## src/rtl/decoder_pkg.sv

```systemverilog
// Shared constants and helpers for the register write-select decoder.
// Imported by the decoder RTL and its bench.
package decoder_pkg;

    localparam int ADDR_W = 5;
    localparam int SEL_W = 32;
    localparam logic [SEL_W-1:0] SEL_RST = 32'h0;

    // True when more than one bit of v is set (zero and one-hot are legal).
    function automatic logic onehot_bad(input logic [SEL_W-1:0] v);
        return (v & (v - SEL_W'(1))) != '0;
    endfunction

endpackage

```

## src/rtl/decoder_3to8.sv

```systemverilog
// 3-to-8 one-hot decoder leaf, pure gate-level AND terms.
// All outputs are zero when en is low.
module decoder_3to8 (
    input  logic [2:0] a,
    input  logic       en,
    output logic [7:0] y
);

    assign y[0] = en & ~a[2] & ~a[1] & ~a[0];
    assign y[1] = en & ~a[2] & ~a[1] &  a[0];
    assign y[2] = en & ~a[2] &  a[1] & ~a[0];
    assign y[3] = en & ~a[2] &  a[1] &  a[0];
    assign y[4] = en &  a[2] & ~a[1] & ~a[0];
    assign y[5] = en &  a[2] & ~a[1] &  a[0];
    assign y[6] = en &  a[2] &  a[1] & ~a[0];
    assign y[7] = en &  a[2] &  a[1] &  a[0];

endmodule

```

## src/rtl/decoder.sv

```systemverilog
// 5-to-32 register write-select decoder built from four 3-to-8 leaves,
// with a registered copy of the select and a one-hot self-check flag.
module decoder
    import decoder_pkg::*;
(
    input  logic              clock,
    input  logic              reset_n,
    input  logic [ADDR_W-1:0] rd,
    input  logic              WE,
    output logic [SEL_W-1:0]  out,
    output logic [SEL_W-1:0]  out_q,
    output logic              onehot_err
);

    logic [3:0] grp_en;
    logic       err_d;

    // Upper index bits pick one bank of eight, gated by the write enable.
    assign grp_en[0] = WE & ~rd[4] & ~rd[3];
    assign grp_en[1] = WE & ~rd[4] &  rd[3];
    assign grp_en[2] = WE &  rd[4] & ~rd[3];
    assign grp_en[3] = WE &  rd[4] &  rd[3];

    genvar k;
    generate
        for (k = 0; k < 4; k++) begin : g_bank
            decoder_3to8 u_dec (
                .a  (rd[2:0]),
                .en (grp_en[k]),
                .y  (out[8*k+7:8*k])
            );
        end
    endgenerate

    assign err_d = onehot_bad(out);

    // Register the select and its structural check every cycle.
    always_ff @(posedge clock or negedge reset_n) begin
        if (!reset_n) begin
            out_q      <= SEL_RST;
            onehot_err <= 1'b0;
        end else begin
            out_q      <= out;
            onehot_err <= err_d;
        end
    end

endmodule

```

## config.mk

```make
export PLATFORM = sky130hd
export DESIGN_NAME = decoder
export DESIGN_NICKNAME = d
export VERILOG_FILES = /design/src/rtl/decoder_pkg.sv /design/src/rtl/decoder_3to8.sv /design/src/rtl/decoder.sv
export SDC_FILE = /design/constraint.sdc
export NUM_CORES = 1
export LEC_CHECK = 0
export ABC_AREA = 0
export BUFFER_PORTS_ARGS = -buffer_cell sky130_fd_sc_hd__buf_2
export CAP_MARGIN = 40
export CORE_UTILIZATION = 40
export CTS_CLUSTER_SIZE = 8
export DETAILED_ROUTE_END_ITERATION = 7
export GPL_ROUTABILITY_DRIVEN = 0
export PLACE_DENSITY = 0.75
export SETUP_SLACK_MARGIN = 0.2
export SLEW_MARGIN = 20
export SYNTH_ARGS = -nofsm -noshare
export SYNTH_HDL_FRONTEND = slang
export SYNTH_SLANG_ARGS = --single-unit
```

## constraint.sdc

```tcl
create_clock -name clock -period 1.9 [get_ports clock]
set_clock_uncertainty 0.15 [all_clocks]
set_input_delay 0.475 -clock clock [delete_from_list [all_inputs] [get_ports clock]]
set_output_delay 0.475 -clock clock [all_outputs]
set_load 0.01 [all_outputs]
```

==> flow_metrics.tcl, run 1 <==
set metrics [dict create \
    crit_fanout 4 \
    path_clk_slew_ns 0.11 \
    post-route-util 0.887 \
    vias 1058 \
    fmax_mhz 476 \
    grt-ovfl-total 0 \
    yosysMostFrequentCell "dfrtp_1" \
    hold_slack_ns 0.0136 \
    cp.required_ns 1.27 \
    switching_power_uw 346 \
    pwr-share-comb 0.131 \
    endpoint_kind "primary output" \
    coreArea_sq_um 2500 \
    setup_viol 23 \
    dr.pass1.iters 4 \
    cp.arrival_ns 1.48 \
    cts_hold_buf 0 \
    syn-mean-instance-area_sq_um 13.1 \
    finalHoldViolCount 0 \
    initial_core_util 0.425 \
    slowest_stage "or4b_4" \
    p_leak_nw 1.16 \
    avgRoutedWirePerCell_um 17.9 \
    grt_usage 0.226 \
    synth_top_area_share 0.776 \
    hold_path_class "primary input to async pin" \
    yosysSeqAreaShare 0.776 \
    drive_gt1_frac 0.774 \
    power_mw 1.35 \
    yosys-top-cells-area "dfrtp_1 78%, nor2_1 11%, nand4bb_1 3.2%, nand4b_1 2.5%, or4b_4 1.3%" \
    p_int_mw 1.00 \
    drv_slew 0 \
    switching_share 0.256 \
    fp.dieH_um 53.6 \
    synthArstFlopShare 1.00 \
    maxCapViolations 0 \
    synth_edf_count 0 \
    fp.dieArea_sq_um 2870 \
    rows 18 \
    yosysUniqueCellTypes 11 \
    ioPinCount 73 \
    final_nets 193 \
    drc_errors 0 \
    peakVddDrop_uv 753 \
    slew_headroom 0.535 \
    synth_commonest_cells "33 x dfrtp_1, 32 x nor2_1, 3 x clkbuf_1, 3 x nand4b_1, 3 x nand4bb_1" \
    antenna_left 0 \
    synth_cells 81 \
    start_kind "primary input" \
    fin_crit_ns 2.10 \
    synth_area_leader_cell "dfrtp_1" \
    path_cells "buf_6, or4b_4, nor2_2, buf_2" \
    grt_pass1_wl_mm 4.28 \
    status "finished with violations" \
    failed_checks "setup timing" \
    clockPowerShare 0.341 \
    cts_buffers 5 \
    grt_setup_unrepaired "yes" \
    antenna_found_initial 0 \
    syn_nets 89 \
    grt_pass1_vias 901 \
    drtIter0Drc 14 \
    synth_flop_cell "dfrtp_1" \
    tightest_slew_ns 0.697 \
    max_stage_delay_ns 0.61 \
    p_seq_frac 0.528 \
    syn2layout_area_growth_pct 109 \
    numPortBuffers 72 \
    dp_hpwl_mm 2.02 \
    power_density_nw_per_um2 608 \
    post-route-period-util 1.11 \
    cts_tree "yes" \
    worst_slack_ns -0.202 \
    critPathKind "primary input to primary output" \
    synth_area_sq_um 1060 \
    clock_path_buffers 2 \
    grt_max_degree 34 \
    dp_slack_ns -0.179 \
    routed_wirelength_mm 3.87 \
    via_per_inst 4.90 \
    synth_warnings 0 \
    num_antenna_cells 0 \
    cts_root_buf "clkbuf_4" \
    die_w_um 53.6 \
    ys_ff_latch 33 \
    clock-sinks 33 \
    cts_htree_levels 2 \
]
==> layer usage <==
layer  global-route usage  share of wire  up-vias
met5                    0              0        -
met4                0.145          0.033        0
met3               0.0621          0.060       14
met2                0.385           0.57       53
met1                0.247           0.34      521
li1                     -              -      470
==> state kept, by name, summed over array words and instances (netlist names) <==
signal,count
onehot_err,1
out_q,32
==> worst max-delay path: cells and delay by family <==
kind | cells | cell delay [ns]
and+or+nand+nor | 2 | 0.75
buffers and inverters | 2 | 0.26
==> path summary, 6_finish.rpt <==
kind | from | to | cells after the start
worst max-delay path | rd[2] | out[2] | 4
worst min-delay path | reset_n | out_q[19] | 1
max in group asynchronous | reset_n | out_q[8] | 1
min in group clock | rd[4] | out_q[18] | 3
==> logic make-up after synthesis <==
kind of cell  count (synthesis)  synth area share
simple gates                 44             0.209
other cells                   1           0.00353
flops                        33             0.776
buf+inv                       3            0.0106
==> layout by cell type, fill, tap and decap left out <==
cell,count
buf_4,17
clkinv_2,1
clkbuf_4,5
nand4_1,1
nand4b_1,3
buf_8,3
nor2_4,23
or4b_4,1
nor2_2,6
or2_4,1
nor2_1,3
nand2b_4,1
clkbuf_8,2
nand4bb_4,3
conb_1,1
buf_2,43
dfrtp_1,33
buf_6,37
nand2b_1,1
nand2_4,1
==> final cells by class <==
| class | count | area, sq um |
|---|---|---|
| Sequential cell | 33 | 826 |
| Fill cell | 116 | 282 |
| Clock inverter | 1 | 5.00 |
| Timing Repair Buffer | 100 | 805 |
| Clock buffer | 7 | 65.1 |
| Tap cell | 30 | 37.5 |
| Multi-Input combinational cell | 45 | 480 |
==> timing repair <==
item                       in CTS  in global routing
buffers inserted                5                 12
gates resized for setup        33                 57
setup endpoints to repair      32                 32
pin swaps                      15                 23
==> stage by stage <==
step                      cells  TNS [ns]  cell area [sq um]
final                       216     -1.82               2220
after global routing        216     -2.65               2220
after CTS                   204    -0.871               1850
after detailed placement    191     -3.23               1590
after global placement      191     -2.44               1590
after floorplan              81         0               1130
==> power groups by stage <==
stage	clock (mW)	combinational [mW]	sequential, mW
finish	0.460	0.176	0.712
global route	0.492	0.187	0.713
CTS	0.458	0.131	0.711
detailed placement	0	0.102	0.725
global placement	0	0.0986	0.725
floorplan	0	0.0375	0.730
No activity file was read; power rests on OpenSTA's default activity.
==> inputs of run 2 (changes only) <==
- CORE_UTILIZATION: 40 -> 36
- PLACE_DENSITY: 0.75 -> 0.76
- SLEW_MARGIN: 20 -> unset
- clock period: 1.9 -> 1.7 ns (I/O delays scaled with it)
==> flow_metrics.tcl, run 2 (synthesis results as in run 1) <==
set metrics [dict create \
    syn2layout_area_growth_pct 100 \
    clockPowerShare 0.341 \
    grt_pass1_wl_mm 4.82 \
    endpoint_kind "primary output" \
    dr.pass1.iters 2 \
    avgRoutedWirePerCell_um 16.2 \
    post-route-period-util 1.16 \
    drtIter0Drc 10 \
    cp.arrival_ns 1.40 \
    switching_power_uw 365 \
    final_common_cell "buf_2" \
    peakVddDrop_uv 586 \
    grt_max_degree 22 \
    final_nets 192 \
    switching_share 0.248 \
    top_regs "out_q: 32 flops, onehot_err: 1 flops" \
    maxCapViolations 0 \
    cp_top_family "simple AND/OR/NAND/NOR gates" \
    fp.dieArea_sq_um 3180 \
    fin_crit_ns 1.97 \
    cts_htree_levels 2 \
    via_per_inst 4.78 \
    critPathKind "primary input to primary output" \
    routed_wirelength_mm 3.50 \
    grt_usage 0.210 \
    start_kind "primary input" \
    dp_hpwl_mm 2.15 \
    worst_slack_ns -0.271 \
    numPortBuffers 72 \
    p_seq_frac 0.539 \
    power_density_nw_per_um2 693 \
    largest_reg_flops 32 \
    die_w_um 56.4 \
    max_stage_delay_ns 0.61 \
    failed_checks "setup timing" \
    hold_path_class "primary input to flop" \
    clock_path_buffers 2 \
    path_cells "buf_6, or4b_4, nor2_4, buf_6" \
    ioPinCount 73 \
    drv_slew 0 \
    rows 19 \
    antenna_found_initial 0 \
    path_buf_inv 2 \
    top_register "out_q" \
    placed_cell_area_sq_um 1580 \
    grt_pass1_vias 993 \
    hold_path_depth 3 \
    status "finished with violations" \
    slowest_stage "or4b_4" \
    drc_errors 0 \
    clock-sinks 33 \
    fp.dieH_um 56.4 \
    fmax_mhz 507 \
    cpMostUsedCell "buf_6" \
    whs_endpoint "out_q[16]" \
    grt-ovfl-total 0 \
    cts_buffers 5 \
    mostFrequentLayoutCells "48 x buf_2, 33 x dfrtp_1, 24 x buf_6, 24 x buf_4, 20 x nor2_4" \
    coreArea_sq_um 2780 \
    initial_core_util 0.382 \
    p_leak_nw 1.14 \
    cts_tree "yes" \
    cp.required_ns 1.12 \
    pwr-share-comb 0.121 \
    path_clk_slew_ns 0.10 \
    vias 1032 \
    antenna_left 0 \
    drive_gt1_frac 0.762 \
    num_antenna_cells 0 \
    setup_viol 30 \
    grt_setup_unrepaired "yes" \
    postLayoutCellArea_sq_um 2130 \
    dpl.cell_count 189 \
    finalHoldViolCount 0 \
    post-route-util 0.765 \
    hold_slack_ns 0.270 \
    nFillCells 175 \
    fin_cells 216 \
    cts_root_buf "clkbuf_4" \
    power_mw 1.48 \
    p_int_mw 1.11 \
    min_from "rd[4]" \
    crit_fanout 4 \
]
==> run 2: cell count changes in the layout (fill, tap and decap cells not counted), sizes merged <==
cell,before,now
buf,100,98
dlygate4sd3,0,1
==> run 2: final cells by class <==
type	count	area, sq um	area share
clock buffers	7	65.1	0.0306
well taps	31	38.8	0.0182
repair buffers	99	731	0.343
multi-input cells	45	463	0.218
flip-flops and latches	33	826	0.388
clock inverters	1	5.00	0.00235
==> run 2: layer usage <==
metal	part of all wire	GRT usage	up-vias
li1	-	-	468
met1	0.35	0.217	513
met2	0.56	0.378	44
met3	0.070	0.0853	7
met4	0.024	0.0767	0
met5	0	0	-
==> run 2: metrics by stage <==
stage / worst slack (ns) / setup TNS [ns]
6_report: -0.271 / -3.72
2_1_floorplan: -0.0207 / -0.0830
4_1_cts: -0.251 / -4.00
3_3_place_gp: -0.231 / -5.28
5_1_grt: -0.291 / -5.01
3_5_place_dp: -0.275 / -5.88
==> run 2: timing repair <==
item | CTS | global route
buffers inserted | 11 | 7
gates cloned | 0 | 0
hold endpoints to repair | 12 | 0
pin swaps | 14 | 15
gates resized for setup | 39 | 34
setup endpoints to repair | 32 | 32
hold buffers | 1 | 0
==> run 2: power by group through the flow <==
stage               clock network (mW)  logic (mW)  registers (mW)
floorplan                            0      0.0465           0.815
global placement                     0       0.112           0.810
detailed placement                   0       0.114           0.810
CTS                              0.511       0.150           0.795
global route                     0.554       0.190           0.796
finish                           0.502       0.178           0.795
==> run 2: worst max-delay path by stage <==
stage,from,slack [ns],depth (start not counted),end
floorplan,rd[2],-0.02,2,out[0]
global placement,rd[2],-0.23,4,out[1]
detailed placement,rd[2],-0.27,4,out[2]
CTS,rd[3],-0.25,4,out[3]
global route,rd[3],-0.29,5,out[22]
finish,rd[3],-0.27,4,out[3]
==> run 2: tightest hold or removal path, delay by kind of cell <==
kind	cells	cell delay (ns)
simple gates	2	0.18
buf+inv	1	0.11
==> inputs of run 3 (changes only) <==
- CELL_PAD_IN_SITES_DETAIL_PLACEMENT: unset -> 1
- CELL_PAD_IN_SITES_GLOBAL_PLACEMENT: unset -> 1
- CORE_UTILIZATION: 36 -> 26
- PLACE_DENSITY: 0.76 -> 0.75
==> flow_metrics.tcl, run 3 (synthesis results as in run 1) <==
set metrics [dict create \
    peakVddDrop_uv 380 \
    initial_core_util 0.280 \
    hold_slack_ns 0.358 \
    numPortBuffers 72 \
    power_density_nw_per_um2 679 \
    cp.required_ns 1.12 \
    setup_viol 32 \
    failed_checks "setup timing" \
    hold_path_class "primary input to flop" \
    finalHoldViolCount 0 \
    grt_pass1_wl_mm 7.17 \
    fp.dieH_um 66.0 \
    p_leak_nw 1.24 \
    grt_setup_unrepaired "yes" \
    clock-sinks 33 \
    largest_reg_flops 32 \
    top_register "out_q" \
    antenna_left 0 \
    status "finished with violations" \
    grt-ovfl-total 0 \
    drive_gt1_frac 0.792 \
    start_kind "primary input" \
    avgRoutedWirePerCell_um 23.1 \
    fin_cells 245 \
    cts_buffers 5 \
    final_nets 205 \
    fmax_mhz 494 \
    clock_path_buffers 2 \
    nFillCells 366 \
    mostFrequentLayoutCells "44 x buf_6, 37 x buf_2, 33 x dfrtp_1" \
    syn2layout_area_growth_pct 130 \
    worst_slack_ns -0.324 \
    drtIter0Drc 52 \
    routed_wirelength_mm 5.67 \
    final_common_cell "buf_6" \
    placed_cell_area_sq_um 1650 \
    antenna_found_initial 0 \
    fin_tns_setup_ns -6.05 \
    coreArea_sq_um 3800 \
    fin_crit_ns 2.02 \
    cts_root_buf "clkbuf_8" \
    critPathKind "primary input to primary output" \
    crit_fanout 4 \
    via_per_inst 4.69 \
    drc_errors 0 \
    fp.dieArea_sq_um 4350 \
    grt_max_degree 21 \
    dr.pass1.iters 4 \
    die_w_um 66.0 \
    cp.arrival_ns 1.45 \
    path_clk_slew_ns 0.07 \
    ioPinCount 73 \
    maxCapViolations 0 \
    rows 22 \
    grt_usage 0.235 \
    endpoint_kind "primary output" \
    dpl.cell_count 211 \
    vias 1150 \
    num_antenna_cells 0 \
    cts_tree "yes" \
    postLayoutCellArea_sq_um 2440 \
    post-route-period-util 1.19 \
    cts_htree_levels 2 \
    grt_pass1_vias 1240 \
    top_regs "out_q: 32 flops, onehot_err: 1 flops" \
    dp_hpwl_mm 2.53 \
    drv_slew 0 \
]
-- run 3: changes by cell type in the layout (fill, tap and decap cells not counted) --
cell	before	now
clkbuf_4	5	0
clkbuf_1	0	1
clkbuf_8	2	6
buf_6	24	44
nor2_4	20	29
clkinv_2	1	0
buf_8	2	3
nor2_2	8	3
buf_12	0	1
buf_4	24	26
buf_2	48	37
nor2_1	4	0
-- run 3: metrics by stage --
step	total power, mW	worst slack (ns)	util
finish	1.66	-0.324	0.643
global route	1.70	-0.342	0.643
CTS	1.59	-0.268	0.603
detailed placement	0.936	-0.279	0.434
global placement	0.932	-0.249	0.434
floorplan	0.862	-0.0207	-
-- run 3: worst max-delay path: stages --
cell	delay, ns
buf_8	0.11
buf_4	0.14
buf_6	0.11
nand4bb_4	0.30
nor2_2	0.21
buf_2	0.16
-- run 3: what timing repair did --
action                                  CTS  global route
hold buffers                              1             0
resized for setup                        90            17
buffers inserted                         17             9
pin swaps                                23            15
endpoints found under the setup margin   32            32
endpoints found under the hold margin    13             0
-- run 3: power breakdown --
part,total (mW),internal (mW),switching (mW)
clock network,0.624,0.322,0.303
logic,0.237,0.107,0.130
registers,0.796,0.793,0.00337
-- run 3: layout make-up --
cell class	instances	area, sq um	area share
Sequential cell	33	826	0.338
Multi-Input combinational cell	45	518	0.212
Tap cell	48	60.1	0.0246
Clock buffer	7	86.3	0.0354
Timing Repair Buffer	112	951	0.390
-- run 3: per-layer routing --
| layer | share of wire | track usage |
|---|---|---|
| met3 | 0.063 | 0.0603 |
| met1 | 0.39 | 0.265 |
| met2 | 0.52 | 0.416 |
| met5 | 0 | 0 |
| met4 | 0.022 | 0.101 |
-- run 3: worst paths after layout --
kind	depth (start not counted)	slack (ns)	from	to
max in group asynchronous	3	0.31	reset_n	out_q[15]
worst max-delay path	6	-0.32	rd[2]	out[18]
min in group asynchronous	2	0.48	reset_n	out_q[19]
worst min-delay path	3	0.36	rd[4]	out_q[16]
